**config.mk**
```make
export PLATFORM = sky130hd
export DESIGN_NAME = fu_sched
export DESIGN_NICKNAME = d
export VERILOG_FILES = /design/src/rtl/fu_pkg.sv /design/src/rtl/fu_sched_alu.sv /design/src/rtl/rr_arbiter.sv /design/src/rtl/fu_sched.sv
export SDC_FILE = /design/constraint.sdc
export NUM_CORES = 2
export LEC_CHECK = 0
export CORE_UTILIZATION = 50
export CTS_CLUSTER_DIAMETER = 30
export DETAILED_ROUTE_END_ITERATION = 10
export PLACE_DENSITY = 0.72
export SYNTH_ARGS = -nofsm -noshare
export SYNTH_HDL_FRONTEND = slang
export SYNTH_SLANG_ARGS = --single-unit
```
**constraint.sdc**
```tcl
create_clock -name clk -period 10.7 [get_ports clk]
set_clock_uncertainty 0.15 [all_clocks]
set_input_delay 2.14 -clock clk [delete_from_list [all_inputs] [get_ports clk]]
set_output_delay 2.14 -clock clk [all_outputs]
set_load 0.03 [all_outputs]
```
**src/rtl/fu_pkg.sv**
```systemverilog
// rtl/fu_pkg.sv - opcode constants and scheduler state type for the shared FU
package fu_pkg;

    localparam logic [4:0] FU_ADD    = 5'd0;
    localparam logic [4:0] FU_SUB    = 5'd1;
    localparam logic [4:0] FU_MULT   = 5'd2;
    localparam logic [4:0] FU_SLL    = 5'd3;
    localparam logic [4:0] FU_SRL    = 5'd4;
    localparam logic [4:0] FU_AND    = 5'd5;
    localparam logic [4:0] FU_OR     = 5'd6;
    localparam logic [4:0] FU_NOT    = 5'd7;
    localparam logic [4:0] FU_XOR    = 5'd8;
    localparam logic [4:0] FU_OP_MAX = 5'd8;

    typedef enum logic [1:0] {
        IDLE = 2'd0,
        EXEC = 2'd1,
        RESP = 2'd2
    } fu_state_e;

endpackage

```
**src/rtl/fu_sched_alu.sv**
```systemverilog
// rtl/fu_sched_alu.sv - shared combinational FU datapath fed from latched operands
import fu_pkg::*;

module fu_sched_alu #(
    parameter int DATA_W = 32,
    parameter int OP_W   = 5
) (
    input  logic [DATA_W-1:0] a,
    input  logic [DATA_W-1:0] b,
    input  logic [OP_W-1:0]   op,
    output logic [DATA_W-1:0] result
);

    // Shifts use the whole of b: a shift count >= DATA_W yields zero.
    // Opcodes beyond FU_OP_MAX fall into the default and produce zero.
    always_comb begin
        result = '0;
        case (op)
            OP_W'(FU_ADD):  result = a + b;
            OP_W'(FU_SUB):  result = a - b;
            OP_W'(FU_MULT): result = a * b;
            OP_W'(FU_SLL):  result = a << b;
            OP_W'(FU_SRL):  result = a >> b;
            OP_W'(FU_AND):  result = a & b;
            OP_W'(FU_OR):   result = a | b;
            OP_W'(FU_NOT):  result = ~a;
            OP_W'(FU_XOR):  result = a ^ b;
            default:        result = '0;
        endcase
    end

endmodule

```
**src/rtl/rr_arbiter.sv**
```systemverilog
// rtl/rr_arbiter.sv - combinational round-robin arbiter, search starts at rr_ptr
module rr_arbiter #(
    parameter int NUM_REQ = 4,
    parameter int PTR_W   = (NUM_REQ > 1) ? $clog2(NUM_REQ) : 1
) (
    input  logic [NUM_REQ-1:0] req,
    input  logic [PTR_W-1:0]   rr_ptr,
    output logic [NUM_REQ-1:0] grant
);

    // Walk upward from rr_ptr with wrap; first asserted request wins.
    always_comb begin
        logic found;
        int   pos;
        grant = '0;
        found = 1'b0;
        pos   = 0;
        for (int i = 0; i < NUM_REQ; i++) begin
            pos = int'(rr_ptr) + i;
            if (pos >= NUM_REQ) begin
                pos = pos - NUM_REQ;
            end
            if (!found && req[pos[PTR_W-1:0]]) begin
                grant[pos[PTR_W-1:0]] = 1'b1;
                found                 = 1'b1;
            end
        end
    end

endmodule

```
**src/rtl/fu_sched.sv**
```systemverilog
// rtl/fu_sched.sv - round-robin scheduler sharing one FU between requesters (option: FU_SCHED_ILLEGAL_CHK_EN)
import fu_pkg::*;

module fu_sched #(
    parameter int NUM_REQ  = 4,
    parameter int DATA_W   = 32,
    parameter int OP_W     = 5,
    parameter int MULT_LAT = 2
) (
    input  logic                      clk,
    input  logic                      rst,
    input  logic [NUM_REQ-1:0]        req_valid,
    output logic [NUM_REQ-1:0]        req_ready,
    input  logic [NUM_REQ*DATA_W-1:0] req_a,
    input  logic [NUM_REQ*DATA_W-1:0] req_b,
    input  logic [NUM_REQ*OP_W-1:0]   req_op,
    output logic [NUM_REQ-1:0]        rsp_valid,
    input  logic [NUM_REQ-1:0]        rsp_ready,
    output logic [DATA_W-1:0]         rsp_data,
    output logic                      rsp_err,
    output logic                      busy
);

    localparam int PTR_W = (NUM_REQ > 1) ? $clog2(NUM_REQ) : 1;
    localparam int CNT_W = (MULT_LAT > 1) ? $clog2(MULT_LAT) : 1;

    fu_state_e          state;
    logic [PTR_W-1:0]   rr_ptr;
    logic [PTR_W-1:0]   owner;
    logic [CNT_W-1:0]   cnt;
    logic [DATA_W-1:0]  a_q;
    logic [DATA_W-1:0]  b_q;
    logic [OP_W-1:0]    op_q;

    logic [NUM_REQ-1:0] grant;
    logic [PTR_W-1:0]   grant_idx;
    logic [PTR_W-1:0]   ptr_next;
    logic [DATA_W-1:0]  a_sel;
    logic [DATA_W-1:0]  b_sel;
    logic [OP_W-1:0]    op_sel;
    logic [DATA_W-1:0]  alu_result;

    rr_arbiter #(
        .NUM_REQ (NUM_REQ),
        .PTR_W   (PTR_W)
    ) u_arb (
        .req    (req_valid),
        .rr_ptr (rr_ptr),
        .grant  (grant)
    );

    fu_sched_alu #(
        .DATA_W (DATA_W),
        .OP_W   (OP_W)
    ) u_alu (
        .a      (a_q),
        .b      (b_q),
        .op     (op_q),
        .result (alu_result)
    );

    // Grant is only exposed while idle; the winner is accepted on this edge.
    assign req_ready = (state == IDLE) ? grant : '0;

    // Encode the one-hot grant and pick the winner's operand slices.
    always_comb begin
        grant_idx = '0;
        for (int i = 0; i < NUM_REQ; i++) begin
            if (grant[i]) begin
                grant_idx = PTR_W'(i);
            end
        end
    end

    assign a_sel    = req_a[grant_idx*DATA_W +: DATA_W];
    assign b_sel    = req_b[grant_idx*DATA_W +: DATA_W];
    assign op_sel   = req_op[grant_idx*OP_W +: OP_W];
    assign ptr_next = (grant_idx == PTR_W'(NUM_REQ - 1)) ? '0 : grant_idx + 1'b1;

`ifdef FU_SCHED_ILLEGAL_CHK_EN
    logic op_illegal;
    assign op_illegal = (op_q > OP_W'(FU_OP_MAX));
`else
    assign rsp_err = 1'b0;
`endif

    // Scheduler FSM: accept in IDLE, count down MULT in EXEC, hold the response in RESP.
    always_ff @(posedge clk) begin
        if (rst) begin
            state     <= IDLE;
            rr_ptr    <= '0;
            owner     <= '0;
            cnt       <= '0;
            a_q       <= '0;
            b_q       <= '0;
            op_q      <= '0;
            rsp_valid <= '0;
            rsp_data  <= '0;
            busy      <= 1'b0;
`ifdef FU_SCHED_ILLEGAL_CHK_EN
            rsp_err   <= 1'b0;
`endif
        end else begin
            case (state)
                IDLE: begin
                    if (|grant) begin
                        a_q    <= a_sel;
                        b_q    <= b_sel;
                        op_q   <= op_sel;
                        owner  <= grant_idx;
                        rr_ptr <= ptr_next;
                        cnt    <= (op_sel == OP_W'(FU_MULT)) ? CNT_W'(MULT_LAT - 1) : '0;
                        busy   <= 1'b1;
                        state  <= EXEC;
                    end
                end
                EXEC: begin
                    if (cnt != '0) begin
                        cnt <= cnt - 1'b1;
                    end else begin
                        rsp_data  <= alu_result;
                        rsp_valid <= NUM_REQ'(1) << owner;
`ifdef FU_SCHED_ILLEGAL_CHK_EN
                        rsp_err   <= op_illegal;
`endif
                        state     <= RESP;
                    end
                end
                RESP: begin
                    if (rsp_ready[owner]) begin
                        rsp_valid <= '0;
                        busy      <= 1'b0;
                        state     <= IDLE;
                    end
                end
                default: begin
                    state <= IDLE;
                end
            endcase
        end
    end

endmodule
```
==> flow_summary_export.csv <==
group,metric,value,unit
status,status,"completed",
clock_network,root_buffer,"clkbuf_16",
setup_path,slowest_stage,"dfxtp_1",
synth,synthAdderAreaFrac,0.380,
synth,synth_xor_area_frac,0.0394,
synth,async_reset_ff_frac,0,
synth,synthMuxAreaShare,0.0709,
sta,fin_crit,8.80,ns
finish,fillers,5297,
floorplanning,die_x,243,um
synth,synthSimpleGateAreaFrac,0.154,
setup_path,cp_slowest_stage_delay,1.03,ns
finish,finalNetCount,4660,
finish,synthToLayoutAreaGrowth,15.2,%
synth,ys_warn_count,0,
setup_path,arrival,8.98,ns
clock_network,ctsHoldBuffers,0,
finish,final_common_cell,"nor2_1",
global_routing,grt_pass1_wl,189000,um
routing,antenna_left,0,
floorplanning,initial_core_util,0.509,
clock_network,cts_tree,"yes",
floorplanning,dieArea,58800,um2
clock_network,postCtsSetupRepairBufs,0,
routing,dr_wl_met2,53800,um
floorplanning,core.rowCount,87,
sta,slew_violations,0,
placement,place_inst,4478,
global_routing,grt_usage,0.437,
setup_path,reg2reg_from,"a_q[15]",
flow_run,maxCapViolCount,0,
setup_path,critPathCapture,"rsp_data[30]",
synth,syn_area,28900,um2
sta,setup_viol,0,
routing,viasPerCell,6.46,
synth,synth_edf_count,0,
setup_path,endpoint_kind,"register",
global_routing,overflow,0,
sta,hold_viol,0,
global_routing,grt_pass1_vias,29400,
routing,drt_wl_total,128000,um
setup_path,worstPathCellList,"clkinv_1 -> nor2_1 -> fa_1 -> fa_1 -> fa_1 -> inv_1 -> fa_1 -> inv_1 -> fa_1 -> fa_1 -> fa_1 -> fa_1 -> ha_1 -> a2111oi_0 -> o21ai_0 -> o21ai_0 -> o21a_1 -> a31o_2 -> o21ai_1 -> o32ai_1 -> mux2i_1 -> a221oi_1 -> a21oi_1",
synth,avgSynthCellArea,8.07,um2
placement,port_buffers,326,
sta,slew_headroom,0.179,
routing,wl_met3,17400,um
finish,final_cell_mix,"nor2_1, inv_1, fa_1",
synth,synth_compound_area_frac,0.182,
setup_path,start_kind,"register",
setup_path,cp-startpoint,"a_q[15]",
placement,dp_hpwl,95500,um
sta,fin_tns_setup,0,ns
setup_path,reg2reg_to,"rsp_data[30]",
synth,synth_top_flop_cell,"dfxtp_1",
routing,wire_per_inst,28.3,um
synth,ys_types,88,
synth,synth_seq_cells,113,
clock_network,cts.sinks,113,
clock_network,cts_max_path_buffers,2,
clock_network,path_clk_slew,0.06,ns
global_routing,grt_start_max_net_pins,139,
finish,stdcell_count,4522,
routing,top_layer,"met5",
placement,globalplace.congestion,1.08,
routing,m1WireLength,45900,um
clock_network,htreeDepth,4,
routing,drc,0,
global_routing,antenna_found_initial,14,
sta,min_period_over_period,0.822,
setup_path,crit_cells,23,
finish,fin_area,33300,um2
floorplanning,fp.dieH,243,um
sta,fmax,0.114,GHz
clock_network,cts-resized-gates,0,
placement,place_area,32700,um2
setup_path,crit_type,"register to register",
floorplanning,core-area,56800,um2
setup_path,required,10.88,ns
setup_path,crit_family,"adder cells",
synth,syn-instance-count,3584,
setup_path,crit_path_max_fanout,19,
synth,syn_nets,4503,
floorplanning,boundaryPins,328,
clock_network,clkLatencyLatePin,0.49,ns
routing,via_count,29200,
setup_path,cp_num_buf_inv,3,
finish,drive_gt1_frac,0.0541,
sta,tightest_slew,1.23,ns
routing,firstDrtPassIters,7,
routing,drt-initial-drc-count,3452,
sta,rsz0062_at_grt,"false",
min_path,hp-class,"register to register",
clock_network,cts_buffers,17,
setup_path,r2r_slack,1.90,ns
synth,synth_top_family_by_area,"adder cells",
setup_path,worstRegToRegCells,23,
synth,ys_seq_area_frac,0.0782,
setup_path,cp_common_cell,"fa_1",
[cell families after synthesis]
family,Yosys count
mux,161
fa+ha+maj,633
other cells,1
simple gates,1071
xor+xnor,130
buf+inv,714
compound gates,761
flops,113
[cell type report]
| class | count | area (um2) | area share |
|---|---|---|---|
| Multi-Input combinational cell | 2757 | 23900 | 0.719 |
| Clock inverter | 14 | 155 | 0.00466 |
| Sequential cell | 113 | 2270 | 0.0682 |
| Inverter | 448 | 1680 | 0.0505 |
| Clock buffer | 18 | 429 | 0.0129 |
| Tap cell | 756 | 946 | 0.0284 |
| Antenna cell | 12 | 30.0 | 0.000901 |
| Timing Repair Buffer | 404 | 3860 | 0.116 |
[per-stage QoR]
| stage | util | hold WS, ns | setup WS (ns) |
|---|---|---|---|
| after floorplan | - | 0.308 | 2.73 |
| after global placement | 0.576 | 0.290 | 2.19 |
| after detailed placement | 0.576 | 0.295 | 2.05 |
| after CTS | 0.586 | 0.305 | 2.10 |
| after global routing | 0.586 | 0.324 | 1.62 |
| final | 0.586 | 0.305 | 1.90 |
[sequential cells by signal, summed over array words and instances (netlist names)]
register / cells
rsp_valid: 4
state: 2
b_q: 32
owner: 2
op_q: 5
rsp_data: 32
rr_ptr: 2
cnt: 1
a_q: 32
busy: 1
[worst min-delay path by stage]
| stage | from | to | slack (ns) | cells past startpoint |
|---|---|---|---|---|
| after CTS | busy | busy | 0.30 | 2 |
| after global placement | rsp_data[16] | rsp_data[16] | 0.29 | 1 |
| final | busy | busy | 0.31 | 2 |
| after detailed placement | rsp_data[16] | rsp_data[16] | 0.29 | 1 |
| after floorplan | cnt | state[0] | 0.31 | 2 |
| after global routing | rsp_data[16] | rsp_data[16] | 0.32 | 1 |
[worst min-delay path: stages (launching register included)]
cell and delay, ns:
dfxtp_1 0.30, nand2_1 0.05, a21oi_1 0.05
[cell usage after synthesis (10+ instances only)]
library cell  instances  area, um2
and2_1               14       87.6
a22o_1               12        105
inv_2                11       41.3
nor2b_1              15       93.8
mux4_2               34        766
nand3_1              23        115
nand2b_1             25        156
buf_1                40        150
fa_1                409       8190
clkbuf_1            189        709
or2_2                10       62.6
dfxtp_1             113       2260
o211ai_1             26        195
nor3_1               29        145
inv_1               428       1610
a211oi_1            233       1750
nor2_1              540       2030
a21oi_1             139        696
o22ai_1              28        175
xor2_1               24        210
o2111ai_1            11       96.3
o21ai_0             104        521
a221oi_1             24        210
a31oi_1              19        119
a21o_1               33        248
xnor2_1             106        928
nand2_1             359       1350
o31ai_1              11       82.6
buf_2                27        135
a22oi_1              10       75.1
mux2_2               10        113
mux2i_1             117       1170
a211o_1              10       87.6
ha_1                224       2800
o21a_1               17        128
[layer usage]
layer,global-route usage,vias up
met5,0,-
met2,0.644,2258
met3,0.156,579
li1,-,12300
met4,0.315,8
met1,0.526,14000
Power is left out: the tool's default activity adds up to more than one toggle a clock period on the data nets, which glitch-free logic cannot reach.
